$ cat src/rtl/keypad_scan_ctrl_pkg.sv
// keypad_scan_ctrl_pkg: shared geometry and key-index helpers for the 4x4 keypad
package keypad_scan_ctrl_pkg;
  localparam int NUM_ROWS  = 4;
  localparam int NUM_COLS  = 4;
  localparam int NUM_KEYS  = NUM_ROWS * NUM_COLS;
  localparam int KEY_IDX_W = 4;

  function automatic logic [KEY_IDX_W-1:0] key_index(input int row, input int col);
    return KEY_IDX_W'(row * NUM_COLS + col);
  endfunction

  function automatic logic [KEY_IDX_W-1:0] lowest_key(input logic [NUM_KEYS-1:0] m);
    lowest_key = '0;
    for (int i = NUM_KEYS - 1; i >= 0; i--) if (m[i]) lowest_key = KEY_IDX_W'(i);
  endfunction
endpackage

$ cat src/rtl/keypad_scan_ctrl_key_debounce.sv
// key_debounce: frame snapshot assembly and multi-frame debounce of the key map
module key_debounce
  import keypad_scan_ctrl_pkg::*;
#(
  parameter int DEBOUNCE_FRAMES = 4
) (
  input  logic                clk,
  input  logic                resetn,
  input  logic                i_sample,
  input  logic [1:0]          i_col,
  input  logic [NUM_ROWS-1:0] i_row,
  output logic [NUM_KEYS-1:0] o_state,
  output logic [NUM_KEYS-1:0] o_rise
);
  logic [NUM_KEYS-1:0] r_snap, r_prev, w_snap;
  logic [3:0]          r_stable, w_stable;
  logic                w_frame, w_upd;

  // merge this slot's rows into the snapshot and evaluate the debounce decision
  always_comb begin
    w_snap = r_snap;
    for (int r = 0; r < NUM_ROWS; r++) w_snap[key_index(r, int'(i_col))] = ~i_row[r];
    w_frame  = i_sample && (i_col == 2'd3);
    w_stable = (w_snap == r_prev) ? ((r_stable == 4'd15) ? 4'd15 : r_stable + 4'd1) : 4'd0;
    w_upd    = w_frame && (w_stable == 4'(DEBOUNCE_FRAMES)) && (w_snap != o_state);
    o_rise   = w_upd ? (w_snap & ~o_state) : '0;
  end

  // snapshot on every sample, debounce state on every frame end
  always_ff @(posedge clk) begin
    if (!resetn) begin
      r_snap   <= '0;
      r_prev   <= '0;
      r_stable <= '0;
      o_state  <= '0;
    end else begin
      if (i_sample) r_snap <= w_snap;
      if (w_frame) begin
        r_prev   <= w_snap;
        r_stable <= w_stable;
      end
      if (w_upd) o_state <= w_snap;
    end
  end
endmodule

$ cat src/rtl/keypad_scan_ctrl.sv
// keypad_scan_ctrl: 4x4 keypad column scanner with debounce and press-event queue
module keypad_scan_ctrl
  import keypad_scan_ctrl_pkg::*;
#(
  parameter int SCAN_DIV        = 50000,
  parameter int DEBOUNCE_FRAMES = 4
) (
  input  logic                 clk,
  input  logic                 resetn,
  output logic [NUM_COLS-1:0]  key_col,
  input  logic [NUM_ROWS-1:0]  key_row,
  output logic [NUM_KEYS-1:0]  key_state,
  output logic                 key_valid,
  output logic [KEY_IDX_W-1:0] key_code,
  input  logic                 key_ready,
  output logic                 key_overrun
);
  localparam int CW = $clog2(SCAN_DIV);

  logic [CW-1:0]       r_cnt;
  logic [1:0]          r_col, w_col_n;
  logic [NUM_ROWS-1:0] r_sync1, r_sync2;
  logic [NUM_KEYS-1:0] r_pending, w_rise, w_acc, w_left;
  logic                w_wrap;

  assign w_wrap  = r_cnt == CW'(SCAN_DIV - 1);
  assign w_col_n = r_col + 2'd1;
  assign w_acc   = (key_valid && key_ready) ? (16'd1 << key_code) : '0;
  assign w_left  = r_pending & ~w_acc;

  // two-flop synchroniser for the asynchronous row inputs
  always_ff @(posedge clk) begin
    if (!resetn) begin
      r_sync1 <= '1;
      r_sync2 <= '1;
    end else begin
      r_sync1 <= key_row;
      r_sync2 <= r_sync1;
    end
  end

  // slot counter and column drive; the column moves on the slot wrap
  always_ff @(posedge clk) begin
    if (!resetn) begin
      r_cnt   <= '0;
      r_col   <= '0;
      key_col <= 4'b1110;
    end else begin
      r_cnt <= w_wrap ? '0 : r_cnt + CW'(1);
      if (w_wrap) begin
        r_col   <= w_col_n;
        key_col <= ~(4'b0001 << w_col_n);
      end
    end
  end

  key_debounce #(.DEBOUNCE_FRAMES(DEBOUNCE_FRAMES)) u_debounce (
    .clk      (clk),
    .resetn   (resetn),
    .i_sample (w_wrap),
    .i_col    (r_col),
    .i_row    (r_sync2),
    .o_state  (key_state),
    .o_rise   (w_rise)
  );

  // pending press set and offered event; an offered code is held until accepted
  always_ff @(posedge clk) begin
    if (!resetn) begin
      r_pending   <= '0;
      key_valid   <= 1'b0;
      key_code    <= '0;
      key_overrun <= 1'b0;
    end else begin
      r_pending <= w_left | w_rise;
      if (|(w_rise & w_left)) key_overrun <= 1'b1;
      key_valid <= |w_left;
      if (!(key_valid && !key_ready)) key_code <= lowest_key(w_left);
    end
  end
endmodule

$ cat config.mk
export PLATFORM = sky130hd
export DESIGN_NAME = keypad_scan_ctrl
export DESIGN_NICKNAME = d
export VERILOG_FILES = /design/src/rtl/keypad_scan_ctrl_pkg.sv /design/src/rtl/keypad_scan_ctrl_key_debounce.sv /design/src/rtl/keypad_scan_ctrl.sv
export SDC_FILE = /design/constraint.sdc
export NUM_CORES = 1
export LEC_CHECK = 0
export CORE_MARGIN = 5
export CORE_UTILIZATION = 42
export CTS_BUF_LIST = sky130_fd_sc_hd__clkbuf_4
export DETAILED_ROUTE_END_ITERATION = 10
export RECOVER_POWER = 25
export SETUP_SLACK_MARGIN = 0.5
export SYNTH_ARGS = -nofsm -noshare
export SYNTH_HDL_FRONTEND = slang
export SYNTH_HIERARCHICAL = 1
export SYNTH_SLANG_ARGS = --single-unit
$ cat constraint.sdc
create_clock -name clk -period 10.4 [get_ports clk]
set_input_delay 1.56 -clock clk [delete_from_list [all_inputs] [get_ports clk]]
set_output_delay 1.56 -clock clk [all_outputs]
set_load 0.1 [all_outputs]
==> flow_metrics.tcl, run 1 <==
set metrics [dict create \
    io_pins 33 \
    overflow 0 \
    vias 4945 \
    ys.flop_type "dfxtp_1" \
    die-area_mm2 0.0164 \
    area_growth_pct 8.02 \
    max-vdd-ir-drop_mv 0.0474 \
    clk_pin_slew_ns 0.18 \
    fin_crit_ns 5.18 \
    die_w_um 128 \
    ys_warn_count 6 \
    cpPeakStageDelay_ns 2.26 \
    dr.pass1.iters 5 \
    status "finished with violations" \
    syn_nets 738 \
    worstPathArrival_ns 5.59 \
    die_h_um 128 \
    crit_chain "buf_2, clkbuf_1, inv_1, a21oi_1" \
    cts_tree "built" \
    synth_seq_area_share_pct 35.7 \
    track_usage_pct 17.9 \
    synthDistinctLibCells 73 \
    slew_viol_final 84 \
    post-cts-setup-buffers 0 \
    hold_class "flop to flop" \
    design_area_mm2 0.00630 \
    synth_area_leader_cell "dfxtp_1" \
    rsz0062_at_grt "false" \
    portBuffers 32 \
    cp.required_ns 10.81 \
    max-clock-path-buffers 2 \
    ys_ff_latch 104 \
    initial_core_util_pct 42.4 \
    grt_first_pass_wirelength_mm 23.7 \
    clock_sinks 104 \
    syn_avg_cell_area_um2 8.23 \
    timing.fmax_ghz 0.193 \
    final_util_pct 45.8 \
    crit_type "input pin to flop" \
    syn_area_mm2 0.00584 \
    cts_root_buffer "clkbuf_4" \
    core_mm2 0.0138 \
    clock_latency_ns 0.50 \
    async_flop_share_pct 0 \
    cts_resized 0 \
    power_mw 0.635 \
    power_density_mw_per_mm2 101 \
    place_hpwl_mm 10.6 \
    setup_violations 0 \
    syn_inst 709 \
    cp_slowest_cell "clkbuf_1" \
    worstSetupEndpointType "flop" \
    h-tree-depth 3 \
    fin_crit_sh_pct 49.8 \
    cp_top_family "buffers and inverters" \
    drive_gt1_share_pct 5.56 \
    initialDrtViolationCount 471 \
    fp-row-count 43 \
    slew_headroom_pct -115 \
    cts_buffers 9 \
    drt-total-wl_mm 14.6 \
    cp_num_buf_inv 3 \
    yosysTopAreaCellShare_pct 35.7 \
    grt_max_degree 84 \
    drc_errors 0 \
    ant_nets 0 \
    wl_per_cell_um 16.2 \
    finClkSkew_ns 0.0236 \
    hold-worst-slack_ns 0.428 \
    worst_pin_slew_ns 3.23 \
    start_kind "input pin" \
    via_per_inst 5.49 \
    maxCapViolCount 1 \
    crit_path_max_fanout 83 \
    hold_viol 0 \
    place.gp.congestion 0.893 \
    synth_edf_count 0 \
    cts_hold_buf 0 \
    final_nets 743 \
    placed_area_mm2 0.00618 \
    grt_pass1_vias 4722 \
    p_leak_nw 2.19 \
    fin_setup_tns_ns 0 \
    synth.area.top_cells "dfxtp_1, mux2i_1, nand2_1" \
    grt_antenna_before_repair 1 \
    violations "max-capacitance violations, max-slew violations" \
]
[power by group]
part / internal, mW / leakage [nW] / switching [mW] / total [mW]
registers: 0.401 / 0.840 / 0.00356 / 0.405
logic: 0.00869 / 1.28 / 0.0127 / 0.0213
clock network: 0.0540 / 0.0696 / 0.155 / 0.209
total: 0.464 / 2.19 / 0.171 / 0.635
[sequential cells by signal (all words and copies together), names as in the netlist]
name / flops
key_code: 4
key_col: 4
key_overrun: 1
key_valid: 1
r_cnt: 16
r_col: 2
r_pending: 16
r_sync1: 4
r_sync2: 4
u_debounce/o_state: 16
u_debounce/r_prev: 16
u_debounce/r_snap: 16
u_debounce/r_stable: 4
[per-layer routing]
metal / global-route usage, % / wire length, um
met1: 23.7 / 6860
met2: 29.8 / 6980
met3: 2.58 / 479
met4: 6.30 / 252
met5: 0 / 0
[metrics by stage]
stage | setup slack, ns | std cells
floorplan | 6.97 | 709
global placement | 6.35 | 883
detailed placement | 6.25 | 883
CTS | 5.99 | 899
global route | 4.67 | 900
finish | 5.22 | 900
[final cells by class]
cell class | instances | area, um^2
Tap cell | 180 | 225
Multi-Input combinational cell | 515 | 3340
Clock buffer | 9 | 67.6
Fill cell | 1399 | 7470
Sequential cell | 104 | 2080
Antenna cell | 1 | 2.50
Clock inverter | 7 | 58.8
Timing Repair Buffer | 36 | 342
Inverter | 48 | 181
[synth_stat cells, types with 5 or more instances]
master / number
o21a_1: 5
nor2_1: 75
nor3_1: 5
o211ai_1: 7
a21oi_1: 32
o22ai_1: 6
o21ai_0: 24
dfxtp_1: 104
nand2b_1: 19
nor2b_1: 21
a22oi_1: 5
xnor2_1: 11
nand3_1: 9
ha_1: 22
mux2_2: 7
nand4_1: 12
a211oi_1: 7
buf_2: 11
a21boi_0: 9
and2_1: 24
and3_1: 6
mux2i_1: 35
inv_1: 47
nor4_1: 5
o32a_1: 7
nand2_1: 86
xor2_1: 12
clkbuf_1: 19
[path summary, 6_finish.rpt]
check	from	to	slack [ns]	cells past startpoint
max	resetn	r_pending[1]	5.22	4
max reg2reg	r_col[0]	key_overrun	6.15	15
min reg2reg	r_sync1[0]	r_sync2[0]	0.43	1
min	r_sync1[0]	r_sync2[0]	0.43	1
[logic make-up after synthesis]
logic type | Yosys count | share of synthesized area (%)
buf+inv | 90 | 7.01
fa+ha+maj | 22 | 4.72
mux | 43 | 7.74
compound gates | 140 | 16.8
xor+xnor | 23 | 3.45
simple gates | 287 | 24.6
flops | 104 | 35.7
[cells in the final DEF, fill, tap and decap left out, drive strengths merged, types with 4 or more instances in the layout]
master and n:
a211oi 7, a21boi 9, a21oi 32, a22oi 5, and2 24, and3 6, buf 4, clkbuf 10
clkdlybuf4s50 31, dfxtp 104, ha 22, inv 52, mux2 7, mux2i 36, nand2 86, nand2b 19
nand3 9, nand4 12, nand4b 4, nor2 75, nor2b 22, nor3 5, nor4 5, o211ai 7
o21a 5, o21ai 25, o22ai 6, o31a 4, o32a 7, or2 6, xnor2 11, xor2 12
No activity file was read; power rests on OpenSTA's default activity.
==> inputs of run 2 (changes only) <==
==> constraint.sdc (replaced) <==
create_clock -name clk -period 4.4 [get_ports clk]
set_input_delay 0.66 -clock clk [delete_from_list [all_inputs] [get_ports clk]]
set_output_delay 0.66 -clock clk [all_outputs]
set_load 0.1 [all_outputs]
==> run 2 against run 1 <==
  * The run still ends with max-capacitance violations, max-slew violations left
  * Non-clock buffer count up 10
  * Combinational power up 150%
  * Worst setup slack worse by 4.5 ns
==> flow_metrics.tcl, run 2 (synthesized netlist as in run 1, its figures left out) <==
set metrics [dict create \
    status "finished with violations" \
    violations "max-capacitance violations, max-slew violations" \
    dr.pass1.iters 5 \
    post-cts-setup-buffers 0 \
    crit_type "flop to flop" \
    die_w_um 128 \
    diodes 0 \
    via_per_inst 5.53 \
    ant_nets 0 \
    layout_commonest_cell "dfxtp_1" \
    cts_root_buffer "clkbuf_4" \
    fin_crit_ns 3.66 \
    globalRouteMet1Util_pct 26.3 \
    setup_violations 0 \
    grt_pass1_vias 4765 \
    min_to "r_sync2[3]" \
    cp.required_ns 4.85 \
    rsz0062_at_grt "false" \
    crit_path_max_fanout 17 \
    pre_cts_slack_ns 0.735 \
    power_density_mw_per_mm2 245 \
    placed_cells_incl_taps 893 \
    reg2regPathDepth 16 \
    die-area_mm2 0.0164 \
    fp-row-count 43 \
    grt_first_pass_wirelength_mm 25.0 \
    cts_buffers 9 \
    met2_usage_pct 30.3 \
    overflow 0 \
    cp_slowest_cell "dfxtp_2" \
    drt-total-wl_mm 15.3 \
    clock_sinks 104 \
    finalNonFillerCells 909 \
    r2r_slack_ns 0.74 \
    finClkSkew_ns 0.0235 \
    start_kind "flop" \
    worst_slack_ns 0.743 \
    track_usage_pct 19.1 \
    place.gp.congestion 0.917 \
    drc_errors 0 \
    timing.fmax_ghz 0.273 \
    place_hpwl_mm 11.3 \
    area_growth_pct 9.88 \
    cts_hold_buf 0 \
    fin_crit_sh_pct 83.1 \
    final_nets 753 \
    hold_depth 1 \
    wl_per_cell_um 16.8 \
    min-delay-start "r_sync1[3]" \
    portBuffers 32 \
    timing.rr.end "key_overrun" \
    rr_startpoint "r_col[0]" \
    worstPathArrival_ns 4.10 \
    clk_pin_slew_ns 0.18 \
    io_pins 33 \
    maxCapViolCount 1 \
    die_h_um 128 \
    core_mm2 0.0138 \
    cpPeakStageDelay_ns 0.52 \
    initialDrtViolationCount 458 \
    grt_most_used_layer "met2" \
    worstSetupEndpointType "flop" \
    power_mw 1.57 \
    worst_pin_slew_ns 2.90 \
    slew_viol_final 77 \
    mostFrequentLayoutCells "dfxtp_1, nand2_1, nor2_1" \
    max-clock-path-buffers 2 \
    hold_class "flop to flop" \
    cts_tree "built" \
    slew_headroom_pct -93.4 \
    p_leak_nw 2.25 \
    grt_antenna_before_repair 0 \
    clock_latency_ns 0.49 \
    grt_max_degree 77 \
    vias 5030 \
    initial_core_util_pct 42.4 \
    drive_gt1_share_pct 7.00 \
    final_util_pct 46.6 \
    hold_viol 0 \
    fin_setup_tns_ns 0 \
    cts_resized 0 \
    crit_chain "buf_4, and2_1, nor2_1, a21oi_1, ha_1, nand4_1, nor4_1, nor4b_1, and3_1, buf_4, and2_1, nand2_1, mux2_2, a22o_1, o2111ai_1, o31a_1" \
    grt_use_met3_pct 3.92 \
    max-vdd-ir-drop_mv 0.144 \
    h-tree-depth 3 \
]
==> run 2: changes by cell type in the layout (fill, tap and decap cells not counted), moves of 2 or more <==
| cell | before | now |
|---|---|---|
| buf_4 | 3 | 13 |
| dfxtp_1 | 104 | 102 |
| dfxtp_2 | 0 | 2 |
| inv_6 | 4 | 2 |
==> run 2: how the worst max path moves through the flow <==
stage / slack (ns) / end / cells past startpoint / startpoint
floorplan: 0.97 / key_overrun / 16 / r_cnt[5]
global placement: 0.82 / key_overrun / 13 / r_col[0]
detailed placement: 0.73 / key_overrun / 16 / r_col[0]
CTS: 0.69 / key_overrun / 16 / r_col[0]
global route: 0.46 / u_debounce/r_stable[2] / 4 / resetn
finish: 0.74 / key_overrun / 16 / r_col[0]
==> run 2: layer usage <==
metal,wire (um),vias up
met5,0,-
met4,241,0
met3,840,19
met2,7050,153
met1,7160,2379
li1,-,2479
==> run 2: final cells by class <==
cell class | instances | area (um^2)
Inverter | 48 | 181
Timing Repair Buffer | 46 | 415
Multi-Input combinational cell | 515 | 3340
Clock inverter | 7 | 93.8
Fill cell | 1390 | 7360
Tap cell | 180 | 225
Sequential cell | 104 | 2080
Clock buffer | 9 | 67.6
==> run 2: worst max-delay path, delay by kind of cell, from the launching register on <==
kind / cells / cell delay, ns
flops: 1 / 0.52
compound gates: 4 / 0.64
mux: 1 / 0.27
buf+inv: 2 / 0.41
simple gates: 8 / 1.50
fa+ha+maj: 1 / 0.28
==> run 2: stage by stage <==
stage	hold slack, ns	area [um^2]
4_1_cts	0.430	6410
2_1_floorplan	0.386	5840
3_5_place_dp	0.391	6250
5_1_grt	0.465	6410
3_3_place_gp	0.394	6250
6_report	0.428	6410
==> run 2: power breakdown <==
| part | internal (mW) | switching, mW |
|---|---|---|
| clock | 0.190 | 0.369 |
| combinational | 0.0217 | 0.0314 |
| sequential | 0.948 | 0.00861 |
==> inputs of run 3 (changes only) <==
==> constraint.sdc (replaced) <==
create_clock -name clk -period 3.5 [get_ports clk]
set_input_delay 0.525 -clock clk [delete_from_list [all_inputs] [get_ports clk]]
set_output_delay 0.525 -clock clk [all_outputs]
set_load 0.1 [all_outputs]
==> run 3 against run 2 <==
  * The run still ends with max-capacitance violations, max-slew violations left
  * Critical endpoint unchanged
  * Sequential share of layout area is 2.2 points lower
  * Largest power group unchanged
  * Worst setup slack worse by 0.39 ns
  * Cell count is 3.7% higher
==> flow_metrics.tcl, run 3 (synthesized netlist as in run 1, its figures left out) <==
set metrics [dict create \
    status "finished with violations" \
    violations "max-capacitance violations, max-slew violations" \
    drive_gt1_share_pct 16.5 \
    fin_crit_ns 3.15 \
    cp_num_buf_inv 1 \
    grt_pass1_vias 5147 \
    power_mw 1.91 \
    cts_tree "built" \
    portBuffers 32 \
    nFillCells 1365 \
    clk_pin_slew_ns 0.18 \
    initial_core_util_pct 42.4 \
    comb_power_share_pct 3.8 \
    worst_pin_slew_ns 1.52 \
    area_growth_pct 18.2 \
    place.gp.congestion 0.927 \
    setup_violations 0 \
    grt_max_degree 49 \
    crit_chain "or4b_1, or4_1, clkinv_4, nand2_8, nor4b_2, and3_4, and2_4, nand2_1, mux2_2, a22o_1, o2111ai_2, o31a_1" \
    cts_root_buffer "clkbuf_4" \
    rsz0062_at_grt "true" \
    finClkSkew_ns 0.0180 \
    p_sw_mw 0.514 \
    ant_nets 0 \
    slew_headroom_pct -1.15 \
    cts_buffers 9 \
    worstPathArrival_ns 3.61 \
    wl_per_cell_um 17.1 \
    die_h_um 128 \
    mostFrequentLayoutCells "dfxtp_1, nand2_1, nor2_1" \
    core_mm2 0.0138 \
    hold_class "flop to flop" \
    vias 5188 \
    final_nets 787 \
    fp-row-count 43 \
    p_leak_nw 2.48 \
    timing.fmax_ghz 0.318 \
    start_kind "flop" \
    overflow 0 \
    die-area_mm2 0.0164 \
    maxCapViolCount 1 \
    initialDrtViolationCount 460 \
    cp_slowest_cell "or4_1" \
    crit_type "flop to flop" \
    track_usage_pct 20.2 \
    hold_viol 0 \
    drc_errors 0 \
    diodes 0 \
    drt-total-wl_mm 16.1 \
    cp.required_ns 3.96 \
    grt_antenna_before_repair 0 \
    io_pins 33 \
    clock_sinks 104 \
    via_per_inst 5.50 \
    cpPeakStageDelay_ns 0.61 \
    max-vdd-ir-drop_mv 0.126 \
    max-clock-path-buffers 2 \
    fin_setup_tns_ns 0 \
    place_hpwl_mm 11.4 \
    fin_crit_sh_pct 90.0 \
    slew_viol_final 37 \
    internal-power_mw 1.40 \
    worstSetupEndpointType "flop" \
    clock_latency_ns 0.50 \
    crit_path_max_fanout 5 \
    clkPwrFrac_pct 33.2 \
    layout_commonest_cell "dfxtp_1" \
    power_density_mw_per_mm2 277 \
    grt_first_pass_wirelength_mm 26.5 \
    swShare_pct 26.9 \
    cp_top_family "simple AND/OR/NAND/NOR gates" \
    die_w_um 128 \
    dr.pass1.iters 5 \
    h-tree-depth 3 \
    pwr-share-seq_pct 63.0 \
    cts_hold_buf 0 \
]
run 3: what timing repair did:
action	CTS	global route
setup endpoints to repair	1	2
resized for setup	58	5
setup buffers	22	5
cloned	2	0
pin swaps	22	8
run 3: power by group through the flow:
stage	clock, mW	combinational [mW]	sequential, mW
after floorplan	0	0.0505	1.22
after global placement	0	0.0648	1.23
after detailed placement	0	0.0663	1.23
after CTS	0.657	0.0715	1.20
after global routing	0.710	0.0812	1.20
final	0.634	0.0733	1.20
run 3: path summary, 6_finish.rpt:
kind,cells after the start,endpoint,slack (ns),start
max,12,key_overrun,0.35,r_cnt[11]
min,1,r_sync2[1],0.43,r_sync1[1]
max reg2reg,12,key_overrun,0.35,r_cnt[11]
min reg2reg,1,r_sync2[1],0.43,r_sync1[1]
run 3: layout make-up:
type | count | area [um^2] | share of cell area [%]
Sequential cell | 104 | 2090 | 30.3
Tap cell | 180 | 225 | 3.26
Timing Repair Buffer | 80 | 736 | 10.7
Clock inverter | 6 | 60.1 | 0.871
Clock buffer | 10 | 75.1 | 1.09
Multi-Input combinational cell | 515 | 3530 | 51.1
Inverter | 48 | 185 | 2.68
run 3: per-layer routing:
metal  global-route usage (%)  vias to the layer above  share of wire (%)
met5                        0                        -                  0
met4                     8.11                        0                2.7
met3                     2.83                       28                4.2
met2                     33.6                      147                 47
met1                     26.3                     2466                 46
li1                         -                     2547                  -
run 3: worst reg2reg max path: cells and delay by family (launching register included):
family                 cells  cell delay, ns
and+or+nand+nor            7            1.97
AOI/OAI and AO/OA          3            0.41
DFF                        1            0.35
muxes                      1            0.27
buffers and inverters      1            0.11
run 3: metrics by stage:
step | setup WS [ns] | hold WS (ns) | utilization (%) | area [um^2] | instances
floorplan | 0.300 | 0.386 | - | 5880 | 709
global placement | 0.323 | 0.393 | 45.8 | 6310 | 898
detailed placement | 0.269 | 0.398 | 45.8 | 6310 | 898
CTS | 0.465 | 0.438 | 49.8 | 6860 | 938
global route | 0.172 | 0.446 | 50.1 | 6900 | 943
finish | 0.351 | 0.431 | 50.1 | 6900 | 943
